<file path="config.mk">
export PLATFORM = sky130hd
export DESIGN_NAME = sseg_scan_decoder
export DESIGN_NICKNAME = d
export VERILOG_FILES = /design/src/rtl/sseg_scan_decoder.sv
export SDC_FILE = /design/constraint.sdc
export NUM_CORES = 1
export LEC_CHECK = 0
export BUFFER_PORTS_ARGS = -buffer_cell sky130_fd_sc_hd__buf_4
export CORE_MARGIN = 2
export CORE_UTILIZATION = 55
export DETAILED_ROUTE_END_ITERATION = 6
export PLACE_DENSITY = 0.74
export SLEW_MARGIN = 20
export SYNTH_ARGS = -nofsm -noshare
export SYNTH_HDL_FRONTEND = slang
export SYNTH_SLANG_ARGS = --single-unit
</file>
<file path="constraint.sdc">
create_clock -name clk -period 3.1 [get_ports clk]
set_input_delay 0.31 -clock clk [delete_from_list [all_inputs] [get_ports clk]]
set_output_delay 0.31 -clock clk [all_outputs]
set_load 0.02 [all_outputs]
</file>
<file path="src/rtl/sseg_scan_decoder.sv">
// Observer for a multiplexed active-low 7-segment bus: debounces each digit dwell,
// decodes it to a nibble and reassembles the four digits into a 16-bit frame.
module sseg_scan_decoder #(
    parameter int unsigned STABLE_CYCLES  = 16,
    parameter int unsigned TIMEOUT_CYCLES = 1 << 20
) (
    input  logic        clk,
    input  logic        reset,
    input  logic [3:0]  an,
    input  logic [6:0]  sseg,
    output logic [15:0] value,
    output logic        frame_valid,
    output logic        frame_blank,
    output logic        decode_err,
    output logic        scan_lost
);

    localparam int unsigned RUN_W  = (STABLE_CYCLES  > 2) ? $clog2(STABLE_CYCLES)  : 1;
    localparam int unsigned IDLE_W = (TIMEOUT_CYCLES > 2) ? $clog2(TIMEOUT_CYCLES) : 1;

    localparam logic [RUN_W-1:0]  RUN_MAX  = RUN_W'(STABLE_CYCLES - 1);
    localparam logic [RUN_W-1:0]  RUN_ARM  = RUN_W'(STABLE_CYCLES - 2);
    localparam logic [IDLE_W-1:0] IDLE_MAX = IDLE_W'(TIMEOUT_CYCLES - 1);
    localparam logic [IDLE_W-1:0] IDLE_PRE = IDLE_W'(TIMEOUT_CYCLES - 2);

    logic [10:0]       pat_q;
    logic [RUN_W-1:0]  run_q;
    logic [IDLE_W-1:0] idle_q;
    logic [3:0]        seen;
    logic [15:0]       slots_q;

    logic              same;
    logic              an_ok;
    logic [1:0]        slot;
    logic              seg_hit;
    logic [3:0]        seg_nib;
    logic              capture;
    logic              cap_hit;
    logic              cap_miss;
    logic              timeout_hit;
    logic [3:0]        seen_set;
    logic [15:0]       slots_new;

    always_comb begin
        an_ok = 1'b1;
        slot  = 2'd0;
        case (pat_q[10:7])
            4'b1110: slot = 2'd0;
            4'b1101: slot = 2'd1;
            4'b1011: slot = 2'd2;
            4'b0111: slot = 2'd3;
            default: an_ok = 1'b0;
        endcase
    end

    always_comb begin
        seg_hit = 1'b1;
        seg_nib = 4'h0;
        case (pat_q[6:0])
            7'h40: seg_nib = 4'h0;
            7'h79: seg_nib = 4'h1;
            7'h24: seg_nib = 4'h2;
            7'h30: seg_nib = 4'h3;
            7'h19: seg_nib = 4'h4;
            7'h12: seg_nib = 4'h5;
            7'h02: seg_nib = 4'h6;
            7'h78: seg_nib = 4'h7;
            7'h00: seg_nib = 4'h8;
            7'h10: seg_nib = 4'h9;
            7'h08: seg_nib = 4'hA;
            7'h03: seg_nib = 4'hB;
            7'h46: seg_nib = 4'hC;
            7'h21: seg_nib = 4'hD;
            7'h06: seg_nib = 4'hE;
            7'h7F: seg_nib = 4'hF;
            default: seg_hit = 1'b0;
        endcase
    end

    // Capture only on the single edge where the run counter reaches its saturated value.
    always_comb begin
        same        = ({an, sseg} == pat_q);
        capture     = same && (run_q == RUN_ARM) && an_ok;
        cap_hit     = capture && seg_hit;
        cap_miss    = capture && !seg_hit;
        timeout_hit = !capture && (idle_q >= IDLE_PRE);
        seen_set    = seen | (4'b0001 << slot);
        slots_new   = slots_q;
        slots_new[{slot, 2'b00} +: 4] = seg_nib;
    end

    always_ff @(posedge clk) begin
        if (reset) begin
            pat_q       <= {4'hF, 7'h7F};
            run_q       <= '0;
            idle_q      <= '0;
            seen        <= '0;
            slots_q     <= '0;
            value       <= '0;
            frame_valid <= 1'b0;
            frame_blank <= 1'b0;
            decode_err  <= 1'b0;
            scan_lost   <= 1'b0;
        end else begin
            pat_q       <= {an, sseg};
            frame_valid <= 1'b0;
            decode_err  <= 1'b0;

            if (!same)
                run_q <= '0;
            else if (run_q != RUN_MAX)
                run_q <= run_q + RUN_W'(1);

            if (capture)
                idle_q <= '0;
            else if (idle_q != IDLE_MAX)
                idle_q <= idle_q + IDLE_W'(1);

            if (timeout_hit) begin
                scan_lost <= 1'b1;
                seen      <= '0;
            end

            if (cap_miss)
                decode_err <= 1'b1;

            if (cap_hit) begin
                slots_q   <= slots_new;
                scan_lost <= 1'b0;
                if (seen_set == 4'b1111) begin
                    value       <= slots_new;
                    frame_blank <= (slots_new == 16'hFFFF);
                    frame_valid <= 1'b1;
                    seen        <= '0;
                end else begin
                    seen <= seen_set;
                end
            end
        end
    end

endmodule

</file>
* Word-level counts from Yosys, hierarchy flattened
Index checks and enable logic that the tools add are counted.
** Storage, ports and cells
- Register bits after elaboration :: 75
- Latch bits :: 0
- Bits in writable memories :: 0
- Bits in read-only memories :: 0
- Output and inout bits :: 20
- Memories :: 0
** Cells by class
- $add $sub $neg :: 3
- Multiply operators :: 0
- Div/mod/pow operators :: 0
- Magnitude comparators :: 1
- Equal/unequal tests :: 25
- Shift operators :: 3
- Muxes and demuxes :: 10
- Bitwise gates (word level) :: 3
- Reduce and logical (&&, ||, !) cells :: 16
** Operators with widths (count)
- $pmux W4 S15 :: 1
- $eq A7 B7 Y1 const B :: 5
- $eq A7 B5 Y1 const B :: 3
- $eq A7 B6 Y1 const B :: 3
- $add A20 B1 Y20 const B :: 1
- $eq A4 B4 Y1 const B :: 5
- $ge A20 B20 Y1 const B :: 1
- $ne A20 B20 Y1 const B :: 1
- $bwmux W16 :: 1
- $eq A16 B16 Y1 const B :: 1
- $reduce_or A16 Y1 :: 1
- $shift A4 B6 Y16 const A :: 1
- $shiftx A4 B6 Y16 :: 1
- $eq A7 B2 Y1 const B :: 2
- $mux W4 :: 3
- $eq A11 B11 Y1 :: 1
- $reduce_or A2 Y1 :: 4
- $eq A7 B3 Y1 const B :: 1
- $eq A7 B4 Y1 const B :: 1
- $logic_not A7 Y1 :: 1
- $neg A4 Y6 :: 1
- $pmux W2 S3 :: 1
- $logic_and A1 B1 Y1 :: 5
- $add A4 B1 Y4 const B :: 1
- 10 further kinds :: 15

* Longest topological paths before layout
Gate-level depths: netlist of run 1.
- Depth in word-level cells :: 8
- Depth in mapped cells :: 12
- Gate-level depth less buffers :: 10

* Worst setup path before layout of run 1
No wires, ideal clock.
- Path type :: reg2reg
- Start point :: register pat_q[10]
- End point :: register value[12]
- Setup time :: 116 ps
- Data arrival time :: 2507 ps
- Data required time :: 2984 ps
- Slack :: 477 ps
- Stages on the path, launching flop included :: 13
- Buffers on the path :: 4
- Cell sequence :: dfxtp_1 buf_2 xor2_1 nand2_1 inv_1 ha_1 clkbuf_1 o22a_1 o221a_2 clkbuf_1 clkbuf_1 o2111ai_1 o211a_1
** On the way
- Word-level cells in the longest chain between the ends :: 6
- Elaborated cells on any way between the ends :: 19
** RTL lines
- from (decl) :: RTL line 26 : logic [10:0] pat_q;
- from (signal assigned) :: RTL line 94 : pat_q <= {4'hF, 7'h7F};
- from (signal assigned) :: RTL line 105 : pat_q <= {an, sseg};
- parallel branches: the longest is 6 deep, another holds $neg A4 Y6
- to (signal assigned) :: RTL line 131 : value <= slots_new;
- to (decl) :: RTL line 11 : output logic [15:0] value,
Parallel ways; which one is timed is not known.
A chain may end at the register's enable or synchronous reset.

* Worst setup path in the final report of run 1
- Start point :: register pat_q[10]
- End point :: register frame_blank
** On the way
- Word-level cells in the longest chain between the ends :: 6
- Elaborated cells on any way between the ends :: 20
** RTL lines
- $eq A4 B3 Y1 or $eq A4 B4 Y1 (tied branches) :: RTL line 47 : case (pat_q[10:7])
- $pmux W2 S3 or $reduce_or A4 Y1 (tied branches)
- $neg A4 Y6, or another cell as far along :: RTL line 89 : slots_new[{slot, 2'b00} +: 4] = seg_nib;
- $shiftx A4 B6 Y16, or another cell as far along :: RTL line 89
- $bwmux W16, or another cell as far along :: RTL line 89
- $eq A16 B16 Y1 or $reduce_and A2 Y1 (tied branches)
- to (signal assigned) :: RTL line 132 : frame_blank <= (slots_new == 16'hFFFF);
- to (decl) :: RTL line 13 : output logic frame_blank,
Parallel ways exist; a longest one is shown, timed or not.

==> flow_summary_export.csv, run 1 <==
group,metric,value,unit
run_status,run_status,"complete, no violations",
clock_network,clockRootBuffer,"clkbuf_8",
clock_network,cts.clk_slew.worst_paths,80,ps
flow_run,drv.max_cap_violation_count,0,
timing,final_hold_vios,0,
floorplan,start_util,57.5,%
worst_setup_path,end_kind,"flop",
timing,finalSetupViolations,0,
routing,postRouteWirelength,9.74,mm
synth,yosysSeqAreaShare,37.8,%
place,gpl.final_weighted_congestion,0.985,
pwr,total_power,0.00203,W
timing,timing.clock.skew,11.4,ps
global_route,total_congestion_overflow_after_global_routing,0,
place,dpl.hpwl,7.04,mm
global_route,grt_pass1_vias,3374,
finish,fin_area,4540,um^2
timing,maxClockFrequency,353,MHz
clock_network,cts.htree.levels,3,
worst_hold_path,hold_class,"input port to flop",
synth,syn-cell-area,3970,um^2
global_route,grt_first_pass_wirelength,16.1,mm
worst_setup_path,path_max_fanout,6,
floorplan,fp.dieH,89.0,um
clock_network,cts_max_path_buffers,2,
clock_network,tritoncts_clock_tree,"done",
finish,finish.net_count,523,
worst_setup_path,critical_path_class,"flop to flop",
synth,synth_fp_nets,494,
timing,rsz_0062_raised_after_global_routing,"no",
place,placement.cell_area,4300,um^2
timing,slew-limit-headroom,32.4,%
routing,drcViolationCount,0,
floorplan,core_footprint,6910,um^2
clock_network,clk-insertion-delay-late,350,ps
floorplan,rows,30,
global_route,grt_max_degree,49,
routing,drt-wirelength-per-cell,16.2,um
synth,synth_async_sr_flop_share,0,%
pwr,peak_ir_drop_on_the_vdd_network,385,uV
global_route,grt_use_total,26.2,%
pwr,pwr_density_cell,447,nW/um^2
synth,netlist-cell-type-count,61,
timing,layout_worst_path_cycle_share,91.4,%
routing,drtPass1Iterations,5,
worst_setup_path,worstSetupStartpointType,"flop",
synth,avgSynthCellArea,8.41,um^2
worst_setup_path,required_time_worst_endpoint,3360,ps
clock_network,cts_buffers,9,
floorplan,num_io_pins,33,
timing,holdWs,155,ps
floorplan,floorplan_die_area,7920,um^2
routing,avgViaCountPerCell,5.95,
finish,diodes,0,
floorplan,die_w,89.0,um
finish,final_layout_size_suffix_gt1_share,16.8,%
timing,post-route-min-period,2830,ps
finish,final_core_util,65.7,%
finish,flow.area_growth_from_synthesis,14.2,%
place,port-buffer-count,32,
clock_network,cts_num_sinks,75,
synth,ys_dominant_reg_cell,"dfxtp_1",
routing,num_vias,3580,
synth,yosys_warning_count,0,
timing,finalSetupTns,0,ps
synth,postSynthRegisterBits,75,
worst_setup_path,critical_path_arrival,3100,ps
routing,drtIter0Drc,224,
synth,synthCells,472,
global_route,grt_antenna_before_repair,0,
synth,synth-edff-count,0,
timing,worst_slew_pin_slew,1010,ps
clock_network,cts_hold_buffers,0,
pwr,power_leakage,1.68,nW
routing,final_antenna_net_count,0,
timing,slew_viol_final,0,
## per-layer routing
layer	up-vias	track usage, %	share of wire [%]
met5	-	0	0
met1	1666	36.0	46
met3	20	6.28	6.4
met4	0	7.73	1.9
li1	1778	-	-
met2	116	41.2	46
## layout by cell type (no fill, tap or decap), types with 5 or more instances in the layout
cell and instances:
dfxtp_1 75, buf_4 45, nor2_1 42, a21oi_1 35
nand3_1 33, nor3_1 23, nand2_1 23, o21ai_0 22
xor2_1 21, inv_1 20, a211oi_1 16, or2_2 12
clkbuf_8 10, xnor2_1 9, ha_1 9, nand4_1 8
a22o_1 6, o22ai_1 5
## critical path, stage by stage (launching register included)
cell	delay, ps
dfxtp_1	490
xor2_2	250
nand2_1	170
ha_1	370
nor2b_1	270
nand4_1	170
and2_1	180
a2111oi_1	330
o2111ai_1	190
o41ai_2	330
## power by group
group | internal, W | total (W) | switching (W)
clock network | 0.000475 | 0.000860 | 0.000385
registers | 0.000973 | 0.00100 | 0.0000272
logic | 0.0000636 | 0.000168 | 0.000105
## registers in the layout (all words and copies together) (netlist names), 4 cells and up
register and count:
value 16, seen 4, slots_q 16, run_q 4, pat_q 11, idle_q 20
## metrics by stage
stage	instances	setup WS, ps
after floorplan	472	477
after global placement	586	347
after detailed placement	586	221
after CTS	602	210
after global routing	602	32.6
final	602	266
## cells in the mapped netlist, types with 5 or more instances
cell	number	area share, %
a22o_1	6	1.3
nor2_1	42	4.0
dfxtp_1	75	38
nand3_1	33	4.2
xor2_1	22	4.9
inv_1	20	1.9
a21oi_1	35	4.4
o22ai_1	5	0.79
clkbuf_1	13	1.2
o21ai_0	23	2.9
xnor2_1	9	2.0
or2_2	12	1.9
nand2_1	23	2.2
ha_1	9	2.8
nor3_1	23	2.9
nand4_1	8	1.3
buf_2	9	1.1
a211oi_1	16	3.0
## logic make-up (layout without fill, tap and decap cells)
kind of cell | Yosys count | after routing | share of synthesized area [%]
AND/OR/NAND/NOR | 182 | 182 | 24.0
AO/OA/AOI/OAI | 126 | 126 | 22.7
flip-flops | 75 | 75 | 37.8
buffers and inverters | 47 | 81 | 5.39
XOR/XNOR | 31 | 31 | 6.84
adder cells (fa/ha/maj) | 9 | 9 | 2.84
multiplexers | 2 | 2 | 0.504
## layout make-up
cell class / count / area, um^2
clock buffers: 10 / 138
inverters: 20 / 75.1
clock inverters: 6 / 88.8
well taps: 96 / 120
fillers: 618 / 2370
repair buffers: 45 / 338
multi-input cells: 350 / 2280
flip-flops and latches: 75 / 1500
## final timing paths
check             from           to  slack [ps]  cells past startpoint
max          pat_q[10]  frame_blank         270                      9
min            sseg[3]     pat_q[3]         150                      2
max reg2reg  pat_q[10]  frame_blank         270                      9
min reg2reg   value[6]     value[6]         480                      2
## what timing repair did
action | 4_1_cts | 5_1_grt
setup buffers | 0 | 0
resized for setup | 0 | 2
setup endpoints to repair | 0 | 3
Note: power is estimated with default switching activity, not from simulation.
==> run 2, diff against run 1 <==
ABC_AREA = 1   (was default)
==> run 2 against run 1 <==
Net effect: clock power shrank 0.6%; synthesized cell count grew 18%; critical path depth grew 3; final area shrank 1.1%; sequential share of layout area grew 0.36 points; maximum frequency grew 0.29%; die area shrank 0.12%; highest routed layer unchanged; count of clock-buffer cells in the layout grew 1; routed wire length shrank 14%.
==> flow_summary_export.csv, run 2 <==
group,metric,value,unit
clock_network,clockRootBuffer,"clkbuf_8",
global_route,total_congestion_overflow_after_global_routing,0,
synth,biggest_area_contributors_in_the_synthesized_netlist,"dfxtp_1, nand2_1, nor2_1, inv_1, nand3_1",
pwr,peak_ir_drop_on_the_vdd_network,366,uV
global_route,grt_pass1_vias,3375,
clock_network,cts_post_setup_buffers_inserted,0,
floorplan,floorplan_die_area,7910,um^2
synth,yosysTopAreaCell,"dfxtp_1",
routing,drtPass1Iterations,4,
synth,avgSynthCellArea,7.12,um^2
floorplan,die_w,88.9,um
synth,netlist-cell-type-count,39,
routing,drt-wirelength-per-cell,12.2,um
clock_network,cts_resized,0,
floorplan,core_footprint,6870,um^2
timing,finalSetupTns,0,ps
timing,worst_slew_pin_slew,685,ps
finish,final_core_util,65.3,%
synth,synth_top_cells_by_count,"nand2_1, dfxtp_1, nor2_1",
routing,drtIter0Drc,196,
worst_setup_path,worstSetupStartpointType,"flop",
global_route,grt_first_pass_wirelength,14.5,mm
timing,finalSetupViolations,0,
timing,layout_worst_path_cycle_share,91.2,%
finish,flow.area_growth_from_synthesis,13.2,%
routing,final_antenna_net_count,0,
timing,slew_viol_final,0,
finish,registers.top_by_ff_count,"idle_q",
synth,synth-edff-count,0,
synth,yosysSeqAreaShare,37.9,%
finish,diodes,0,
pwr,pwr_density_cell,444,nW/um^2
timing,rsz_0062_raised_after_global_routing,"no",
place,port-buffer-count,32,
run_status,run_status,"complete, no violations",
timing,final_hold_vios,0,
clock_network,cts.htree.levels,3,
worst_setup_path,critical_path_arrival,3070,ps
synth,yosys_warning_count,0,
synth,syn-cell-area,3970,um^2
synth,synthCells,557,
timing,maxClockFrequency,354,MHz
synth,yosys.area.top_type_share,37.9,%
worst_setup_path,critical_path_class,"flop to flop",
synth,ys_dominant_reg_cell,"dfxtp_1",
global_route,grt_antenna_before_repair,0,
pwr,power_leakage,1.81,nW
synth,synth_fp_nets,579,
clock_network,cts_num_sinks,75,
worst_setup_path,required_time_worst_endpoint,3350,ps
routing,avgViaCountPerCell,5.12,
floorplan,start_util,57.7,%
routing,postRouteWirelength,8.41,mm
global_route,grt_max_degree,32,
clock_network,tritoncts_clock_tree,"done",
floorplan,fp.dieH,88.9,um
synth,synth_async_sr_flop_share,0,%
synth,yosysMostFrequentCell,"nand2_1",
place,placement.cell_area,4260,um^2
finish,largest_register_ff_count,20,
clock_network,cts_hold_buffers,0,
worst_setup_path,end_kind,"flop",
clock_network,cts_buffers,9,
synth,postSynthRegisterBits,75,
timing,post-route-min-period,2830,ps
finish,commonest_non_fill_non_tap_cells_in_the_layout,"nand2_1, dfxtp_1, nor2_1, inv_1, nand3_1",
floorplan,num_io_pins,33,
place,gpl.final_weighted_congestion,0.897,
clock_network,cts.clk_slew.worst_paths,80,ps
pwr,total_power,0.00199,W
flow_run,drv.max_cap_violation_count,0,
timing,slew-limit-headroom,53.9,%
finish,fin_area,4490,um^2
place,dpl.hpwl,6.27,mm
finish,finish.net_count,611,
worst_hold_path,hold_class,"input port to flop",
routing,num_vias,3527,
finish,final_layout_size_suffix_gt1_share,20.2,%
floorplan,rows,30,
finish,registers_with_the_most_flip_flops,"idle_q (20), slots_q (16), value (16)",
routing,drcViolationCount,0,
worst_setup_path,path_max_fanout,30,
worst_setup_path,r2r_setup_slack,270,ps
timing,timing.clock.skew,5.47,ps
clock_network,clk-insertion-delay-late,340,ps
clock_network,cts_max_path_buffers,2,
finish,layout_commonest_cell,"nand2_1",
global_route,grt_use_total,23.4,%
[run 2: cell type report]
| class | count | area [um^2] |
|---|---|---|
| well taps | 96 | 120 |
| clock buffers | 11 | 151 |
| repair buffers | 33 | 248 |
| inverters | 69 | 265 |
| multi-input cells | 401 | 2130 |
| flip-flops and latches | 75 | 1500 |
| fillers | 627 | 2380 |
| clock inverters | 4 | 73.8 |
[run 2: worst max-delay path: stages (launching register included)]
cell      delay, ps
dfxtp_1         430
inv_1            70
nor3_1          230
nor2_2          120
inv_1           120
ha_1            200
nor2_1           50
nor4_1          610
nand3_4         170
clkinv_2        450
nand2_1         140
o211ai_2        100
inv_2            40
[run 2: cell families after synthesis]
kind of cell,synth area share [%]
buf+inv,8.49
mux,0.252
xor+xnor,4.64
compound gates,11.8
simple gates,34.1
fa+ha+maj,2.84
flops,37.9
[run 2: through the flow]
step / hold WS (ps) / std cells / worst slack (ps)
after floorplan: 407 / 557 / 874
after global placement: 460 / 674 / 415
after detailed placement: 467 / 674 / 277
after CTS: 143 / 689 / 263
after global routing: 150 / 689 / 17.6
final: 160 / 689 / 274
[run 2: path summary, 6_finish.rpt]
check / cells past startpoint / endpoint / startpoint
worst min-delay path: 3 / pat_q[0] / sseg[0]
worst max register to register: 12 / value[4] / pat_q[7]
worst max-delay path: 12 / value[4] / pat_q[7]
worst min register to register: 2 / slots_q[1] / slots_q[1]
[run 2: layer usage]
layer | wire length (um) | vias up | track usage, %
met2 | 4000 | 74 | 40.0
met4 | 99 | 0 | 7.99
met3 | 410 | 9 | 5.63
met5 | 0 | - | 0
met1 | 3900 | 1602 | 29.0
li1 | - | 1842 | -
[run 2: power breakdown]
| part | internal (W) | switching (W) |
|---|---|---|
| Clock | 0.000493 | 0.000362 |
| Sequential | 0.000974 | 0.0000154 |
| Combinational | 0.0000515 | 0.0000966 |
| Total | 0.00152 | 0.000474 |
==> run 3, diff against run 2 <==
GPL_TIMING_DRIVEN = 0   (was default)
HOLD_SLACK_MARGIN = 0.03   (was default)
clock period = 3.5 ns   (was 3.1 ns; I/O delays follow)
==> run 3 against run 2 <==
Net effect: non-clock buffer count up 11; hold slack improved by 33 ps; final cell count is 1.7% higher; setup slack better by 610 ps; sequential power fell by 11%; global-route usage shrank 0.12 points; critical path depth increased by 1; largest cell class unchanged; highest routed layer unchanged.
==> flow_summary_export.csv, run 3 (same netlist as run 2, synthesis figures left out) <==
group,metric,value,unit
global_route,grt_max_degree,13,
run_status,run_status,"complete, no violations",
worst_setup_path,worstSetupStartpointType,"flop",
clock_network,cts.clk_slew.worst_paths,80,ps
clock_network,tritoncts_clock_tree,"done",
worst_setup_path,critical_path.max_stage_delay,640,ps
timing,finalSetupTns,0,ps
worst_setup_path,critical_path.top_delay_family,"simple AND/OR/NAND/NOR gates",
place,placed_cells,685,
finish,final_layout_size_suffix_gt1_share,21.0,%
global_route,grt_antenna_before_repair,0,
timing,fin_ws,885,ps
clock_network,cts_post_setup_buffers_inserted,0,
floorplan,core_footprint,6870,um^2
timing,layout_worst_path_cycle_share,74.7,%
worst_hold_path,hp-start,"sseg[3]",
clock_network,cts_hold_buffers,0,
worst_setup_path,critPathBufInv,4,
place,port-buffer-count,32,
worst_setup_path,end_kind,"flop",
clock_network,cts.htree.levels,3,
flow_run,drv.max_cap_violation_count,0,
timing,finalSetupViolations,0,
clock_network,cts_resized,0,
worst_setup_path,critical-path-top-cell-by-count,"nand2_1",
place,place_worst_setup_slack,845,ps
place,gpl.final_weighted_congestion,0.899,
finish,commonest_non_fill_non_tap_cells_in_the_layout,"nand2_1, dfxtp_1, nor2_1, inv_1, nand3_1",
finish,finish.net_count,622,
timing,post-route-min-period,2610,ps
routing,drtIter0Drc,160,
routing,final_antenna_net_count,0,
worst_hold_path,holdPathStages,3,
worst_setup_path,reg2reg_depth,13,
floorplan,floorplan_die_area,7910,um^2
timing,worst_slew_pin_slew,728,ps
place,dpl.hpwl,6.50,mm
finish,flow.area_growth_from_synthesis,14.6,%
timing,final_hold_vios,0,
clock_network,cts_buffers,9,
worst_setup_path,critical_path_class,"flop to flop",
finish,registers.top_by_ff_count,"idle_q",
worst_setup_path,path_max_fanout,10,
floorplan,rows,30,
finish,diodes,0,
worst_setup_path,critical_path.reg2reg.startpoint,"pat_q[10]",
finish,registers_with_the_most_flip_flops,"idle_q (20), slots_q (16), value (16)",
timing,slew_viol_final,0,
timing,slew-limit-headroom,51.0,%
floorplan,fp.dieH,88.9,um
worst_setup_path,critical_path_arrival,2860,ps
finish,largest_register_ff_count,20,
worst_hold_path,hold_class,"input port to flop",
timing,holdWs,193,ps
timing,timing.clock.skew,9.89,ps
finish,post_layout_nonfiller_instances,701,
worst_setup_path,crit_path_cell_trace,"nand2_1, nor3_1, nor2_2, inv_1, ha_1, nor2_1, nor4_1, nand3_4, clkinv_2, buf_6, nand2_1, o211ai_2, inv_2",
routing,drt-wirelength-per-cell,12.3,um
clock_network,clockRootBuffer,"clkbuf_8",
timing,maxClockFrequency,382,MHz
routing,num_vias,3578,
worst_setup_path,critPathLaunch,"pat_q[10]",
worst_setup_path,timing.critical_path.slowest_stage_cell,"nor4_1",
worst_setup_path,crit-reg2reg-capture,"value[5]",
worst_hold_path,hold_path_end,"pat_q[3]",
pwr,peak_ir_drop_on_the_vdd_network,200,uV
worst_setup_path,r2r_setup_slack,890,ps
floorplan,start_util,57.7,%
clock_network,clk-insertion-delay-late,350,ps
finish,layout_commonest_cell,"nand2_1",
clock_network,cts_max_path_buffers,2,
routing,avgViaCountPerCell,5.10,
finish,fill_cells,639,
pwr,power_leakage,1.84,nW
routing,postRouteWirelength,8.65,mm
routing,drcViolationCount,0,
global_route,grt_use_total,23.3,%
global_route,total_congestion_overflow_after_global_routing,0,
worst_setup_path,required_time_worst_endpoint,3750,ps
floorplan,num_io_pins,33,
pwr,pwr_density_cell,385,nW/um^2
global_route,grt_first_pass_wirelength,14.4,mm
floorplan,die_w,88.9,um
routing,drtPass1Iterations,5,
clock_network,cts_num_sinks,75,
timing,rsz_0062_raised_after_global_routing,"no",
global_route,grt_pass1_vias,3276,
## run 3: cell types whose count changed in the layout (fill, tap and decap cells not counted)
| cell | previous run | this run |
|---|---|---|
| buf_2 | 0 | 6 |
| clkbuf_1 | 0 | 3 |
| buf_1 | 0 | 2 |
| buf_6 | 0 | 2 |
| clkbuf_8 | 11 | 10 |
## run 3: per-layer routing
metal / routed length [um] / vias up / part of all wire [%] / global-route usage, %
met5: 0 / - / 0 / 0
met4: 133 / 0 / 1.5 / 8.68
met3: 310 / 15 / 3.6 / 4.16
met2: 4270 / 72 / 49 / 40.1
met1: 3940 / 1637 / 45 / 29.2
li1: - / 1854 / - / -
## run 3: how the worst max path moves through the flow
stage | end | cells after the start
after global placement | value[4] | 12
after global routing | value[5] | 13
after CTS | value[5] | 13
after detailed placement | value[4] | 13
after floorplan | value[4] | 13
final | value[5] | 13
## run 3: final cells by class
| type | count | area, um^2 | area share [%] |
|---|---|---|---|
| Inverter | 69 | 265 | 5.84 |
| Tap cell | 96 | 120 | 2.64 |
| Buffer | 12 | 71.3 | 1.57 |
| Sequential cell | 75 | 1500 | 33.0 |
| Clock buffer | 12 | 145 | 3.19 |
| Clock inverter | 4 | 73.8 | 1.62 |
| Timing Repair Buffer | 32 | 240 | 5.28 |
| Multi-Input combinational cell | 401 | 2130 | 46.8 |
## run 3: worst min-delay path, delay by kind of cell
kind	cells	cell delay, ps
buf+inv	2	120
simple gates	1	40
## run 3: through the flow
stage,total power [W],cell area (um^2),util [%]
2_1_floorplan,0.000989,3970,-
3_3_place_gp,0.00103,4330,63.0
3_5_place_dp,0.00103,4330,63.0
4_1_cts,0.00176,4550,66.2
5_1_grt,0.00181,4550,66.2
6_report,0.00175,4550,66.2
## run 3: where the power goes
part           switching [W]  internal [W]
Clock               0.000320      0.000422
Combinational      0.0000866     0.0000471
Sequential         0.0000137      0.000862
Total               0.000420       0.00133
